File: src/rtl/run_controller_pkg.sv
// rtl/run_controller_pkg.sv - shared types and constants for the fetch run controller
package run_controller_pkg;

    localparam int P_WIDTH = 16;
    localparam int unsigned RUN_MAX_CYCLES = 4000;

    typedef enum logic [1:0] {
        IDLE  = 2'd0,
        CLEAR = 2'd1,
        RUN   = 2'd2,
        DONE  = 2'd3
    } run_state_t;

endpackage

File: src/rtl/run_controller_counter.sv
// rtl/run_controller_counter.sv - clearable enabled up-counter used for cycle and instruction counts
module run_counter #(
    parameter int WIDTH = 16
) (
    input  logic             clk,
    input  logic             reset,
    input  logic             clear,
    input  logic             en,
    output logic [WIDTH-1:0] count
);

    always_ff @(posedge clk) begin
        if (reset || clear) begin
            count <= '0;
        end else if (en) begin
            count <= count + WIDTH'(1);
        end
    end

endmodule

File: src/rtl/run_controller.sv
// rtl/run_controller.sv - run-control sequencer: clears, releases, freezes and reports the fetch PC
module run_controller
    import run_controller_pkg::*;
#(
    parameter int          CYCLE_WIDTH = 16,
    parameter int unsigned MAX_CYCLES  = RUN_MAX_CYCLES
) (
    input  logic                   clk,
    input  logic                   reset,
    input  logic                   go,
    input  logic                   halt,
    input  logic                   stall_req,
    input  logic [P_WIDTH-1:0]     pc_in,
    output logic                   fetch_reset,
    output logic                   fetch_hold,
    output logic                   done,
    output logic                   timeout,
    output logic [CYCLE_WIDTH-1:0] cycle_count,
    output logic [CYCLE_WIDTH-1:0] instr_count,
    output logic [P_WIDTH-1:0]     end_pc
);

    localparam logic [CYCLE_WIDTH-1:0] LAST_CYCLE = CYCLE_WIDTH'(MAX_CYCLES - 1);

    run_state_t state;
    logic       in_run;
    logic       in_clear;
    logic       accept_halt;
    logic       watchdog;

    assign in_run      = (state == RUN);
    assign in_clear    = (state == CLEAR);
    // A halt seen while stalled belongs to an instruction that is not yet valid.
    assign accept_halt = in_run && halt && !stall_req;
    assign watchdog    = in_run && (cycle_count == LAST_CYCLE);

    assign fetch_reset = in_clear;
    assign fetch_hold  = in_run ? stall_req : 1'b1;
    assign done        = (state == DONE);

    always_ff @(posedge clk) begin
        if (reset) begin
            state   <= IDLE;
            timeout <= 1'b0;
            end_pc  <= '0;
        end else begin
            case (state)
                IDLE: begin
                    if (go) state <= CLEAR;
                end
                CLEAR: begin
                    timeout <= 1'b0;
                    end_pc  <= '0;
                    state   <= RUN;
                end
                RUN: begin
                    if (accept_halt) begin
                        end_pc <= pc_in;
                        state  <= DONE;
                    end else if (watchdog) begin
                        timeout <= 1'b1;
                        end_pc  <= pc_in;
                        state   <= DONE;
                    end
                end
                DONE: begin
                    // Requiring go to fall prevents an automatic restart.
                    if (!go) state <= IDLE;
                end
                default: state <= IDLE;
            endcase
        end
    end

    run_counter #(.WIDTH(CYCLE_WIDTH)) u_cycle_counter (
        .clk   (clk),
        .reset (reset),
        .clear (in_clear),
        .en    (in_run),
        .count (cycle_count)
    );

    run_counter #(.WIDTH(CYCLE_WIDTH)) u_instr_counter (
        .clk   (clk),
        .reset (reset),
        .clear (in_clear),
        .en    (in_run && !stall_req),
        .count (instr_count)
    );

endmodule

File: config.mk
export PLATFORM = sky130hd
export DESIGN_NAME = run_controller
export DESIGN_NICKNAME = d
export VERILOG_FILES = /design/src/rtl/run_controller_pkg.sv /design/src/rtl/run_controller_counter.sv /design/src/rtl/run_controller.sv
export SDC_FILE = /design/constraint.sdc
export NUM_CORES = 1
export LEC_CHECK = 0
export BUFFER_PORTS_ARGS = -buffer_cell sky130_fd_sc_hd__clkbuf_2
export CAP_MARGIN = 20
export CORE_MARGIN = 1
export CORE_UTILIZATION = 55
export DETAILED_ROUTE_END_ITERATION = 12
export PLACE_DENSITY = 0.81
export SLEW_MARGIN = 20
export SYNTH_ARGS = -nofsm -noshare
export SYNTH_HDL_FRONTEND = slang
export SYNTH_SLANG_ARGS = --single-unit
File: constraint.sdc
create_clock -name clk -period 3.09 [get_ports clk]
set_input_delay 0 -clock clk [delete_from_list [all_inputs] [get_ports clk]]
set_output_delay 0 -clock clk [all_outputs]
set_load 0.01 [all_outputs]
==> results by group <==
Status
  • Outcome: complete, no violations

Drt
  • Total number of vias: 2148
  • Routed Antenna Nets: 0
  • Vias/cell: 5.397
  • WL final: 5376 um
  • Wirelength per Cell: 13.51 um
  • Initial DRC count: 125
  • Drt drc: 0
  • DRT Pass-1 Iters: 4

Die
  • Total core area: 4144 um^2
  • Initial core utilization: 0.5903
  • Die X: 68.69 um
  • Height of the die: 68.69 um
  • FP Rows: 23
  • Ports: 73
  • Die area: 4718 um^2

Global route
  • Total grt overflow: 0
  • Largest net degree at the start of global routing: 32
  • Number of global-route vias before repair: 1918
  • Initial antenna violation count: 0
  • Total GRT Usage: 0.2433
  • First-pass GRT wire length: 8535 um

Critical path
  • Max incr delay on CP: 0.52 ns
  • Critical-path cell list: inv_1 -> ha_1 -> and4b_1 -> nand4_1 -> or4_1 -> o21ai_1
  • CP max stage cell: or4_1
  • Startpoint types: flop
  • WP data arrival: 2.52 ns
  • FF-to-FF Start: state[0]
  • Crit path max fanout: 12
  • Crit path from: state[0]
  • Crit end category: flop
  • CP required: 3.33 ns
  • Setup CP Type: reg2reg

Placed design
  • IO buf count: 72
  • Hpwl dp: 3486 um
  • Placed Cells incl. Taps: 376
  • Global placement routability congestion: 0.8158

Hold path
  • Hold WC Path Type: in2reg
  • Hold Startpoint: halt

STA
  • Fmax: 0.4386 GHz
  • Unrepaired setup endpoints after global routing: false
  • Final setup TNS: 0 ns
  • Crit path time final: 2.280 ns
  • Fin. Hold Viols: 0
  • Fin crit share: 0.7379
  • Final Slew Violations: 0
  • Actual slew at the worst max-slew pin: 0.6080 ns
  • Layout Skew: 0.004091 ns
  • Worst slew margin: 0.5910
  • Final setup viols: 0

CTS
  • Root Buffer: clkbuf_8
  • Clock Path Buffers: 2
  • Resized cells post-CTS: 0
  • Clock latency on the worst-skew pair: 0.30 ns
  • CTS tree: built
  • Post-CTS Setup Bufs: 0
  • Hold_buf cts: 16
  • Clk pin slew, worst setup/hold paths: 0.08 ns
  • Clock sinks: 51
  • Num CTS Buffers: 5
  • H-tree depth: 2

Pwr
  • Maximum VDD drop: 0.3425 mV
  • LEAKAGE: 0.001274 uW
  • PD cells: 509.1 nW/um^2

Logic synthesis
  • Largest cells by area after synthesis: dfxtp_1 42%, o32ai_2 6.6%, inv_1 5.8%, xor2_1 4.7%, nor2_1 4.3%
  • Syn nets: 292
  • Post-Syn Area per Cell: 9.231 um^2
  • Post-synthesis sequential area ratio: 0.4174
  • Gate Count Post-Synth: 265
  • Distinct cells, synth: 43
  • Yosys reg bits: 51
  • Synth top area share: 0.4174
  • Prevailing post-synth register cell: dfxtp_1
  • Yosys top cell by area: dfxtp_1
  • YS warnings: 0
  • Synthesized area: 2446 um^2
  • Fraction of registers with async set/reset: 0
  • Post-synth EDFFs: 0

Finish
  • Fraction of layout instances using a drive strength above 1: 0.2730
  • Area delta synth->final: 23.94%
  • Ant. Diodes: 0
  • Final cell count without fillers: 398
  • Layout Nets: 376

Run
  • Max-cap violations: 0
routing by layer:
layer,part of all wire,routed length [um],track usage,up-vias
li1,-,-,-,1077
met1,0.45,2415,0.3046,1004
met2,0.49,2615,0.4032,58
met3,0.049,265,0.06579,9
met4,0.015,80,0.08163,0
met5,0,0,0,-
worst paths after layout:
path	endpoint	slack [ns]	cells past startpoint
setup / recovery	u_instr_counter.count[13]	0.81	6
hold / removal	timeout	0.1	4
setup reg to reg	u_instr_counter.count[13]	0.81	6
hold reg to reg	end_pc[10]	0.49	2
sequential cells by signal, summed over array words and instances (netlist names):
| signal | flops |
|---|---|
| u_cycle_counter.count | 16 |
| end_pc | 16 |
| timeout | 1 |
| u_instr_counter.count | 16 |
| state | 2 |
cells in the final DEF, fill, tap and decap left out, drive strengths merged, types with 3 or more instances in the layout:
| master | count |
|---|---|
| clkbuf | 78 |
| dfxtp | 51 |
| inv | 38 |
| nor2 | 28 |
| dlygate4sd3 | 16 |
| o32ai | 16 |
| xor2 | 13 |
| nand2 | 13 |
| xnor2 | 10 |
| nand4 | 10 |
| nand3 | 9 |
| o21ai | 8 |
| or3 | 7 |
| nor4 | 7 |
| ha | 6 |
| nor3 | 5 |
| a21oi | 5 |
| and3 | 4 |
| mux2i | 4 |
| or4 | 3 |
stage by stage:
stage                     setup slack [ns]  hold slack, ns  utilization  instance area (um^2)  total power, uW
final                               0.8098         0.09686       0.7316                  3032             1543
after global placement              0.9292          0.2242       0.6754                  2799             1179
after detailed placement            0.8516          0.2295       0.6754                  2799             1184
after CTS                           0.8142         0.08720       0.7316                  3032             1545
after floorplan                      1.269          0.1365            -                  2446             1136
after global routing                0.6161          0.1141       0.7316                  3032             1632
critical path, delay by kind of cell, from the launching register on:
kind	cells	cell delay (ns)
adder cells (fa/ha/maj)	1	0.46
AO/OA/AOI/OAI	1	0.08
flip-flops	1	0.33
buffers and inverters	1	0.10
AND/OR/NAND/NOR	3	1.25
cells by family after synthesis:
| family | count (synthesis) | share of synthesized area |
|---|---|---|
| compound gates | 36 | 0.1473 |
| xor+xnor | 23 | 0.08235 |
| fa+ha+maj | 6 | 0.03069 |
| buf+inv | 49 | 0.08696 |
| flops | 51 | 0.4174 |
| mux | 4 | 0.01637 |
| simple gates | 96 | 0.2189 |
where the power goes:
group	total, uW	internal (uW)	switching [uW]
Combinational	467	170	297
Clock	352	151	200
Sequential	725	696	29.0
Total	1540	1020	527
cells in the mapped netlist (2+ instances only):
| cell | n |
|---|---|
| nor2_1 | 28 |
| o32ai_2 | 10 |
| nor4_1 | 6 |
| nor2b_1 | 2 |
| nand3_1 | 9 |
| xor2_1 | 13 |
| mux2i_1 | 4 |
| buf_1 | 2 |
| nand4bb_1 | 2 |
| xnor2_1 | 10 |
| a211oi_1 | 2 |
| or4_1 | 2 |
| a21oi_1 | 5 |
| and3_1 | 4 |
| ha_1 | 6 |
| nor3_1 | 5 |
| or3_1 | 7 |
| clkbuf_1 | 5 |
| dfxtp_1 | 51 |
| nand4_1 | 9 |
| inv_1 | 38 |
| o21ai_0 | 5 |
| nand2_1 | 13 |
| o21ai_1 | 2 |
| and2_1 | 2 |
| o32ai_1 | 6 |
area by class of cell:
cell class | count | area [um^2]
fill | 327 | 1112
clock buffer | 6 | 72.57
timing repair buffer | 88 | 520.5
inverter | 38 | 142.6
multi-input combinational | 165 | 1212
sequential | 51 | 1021
tap | 50 | 62.56
(Power assumes the default switching activity.)
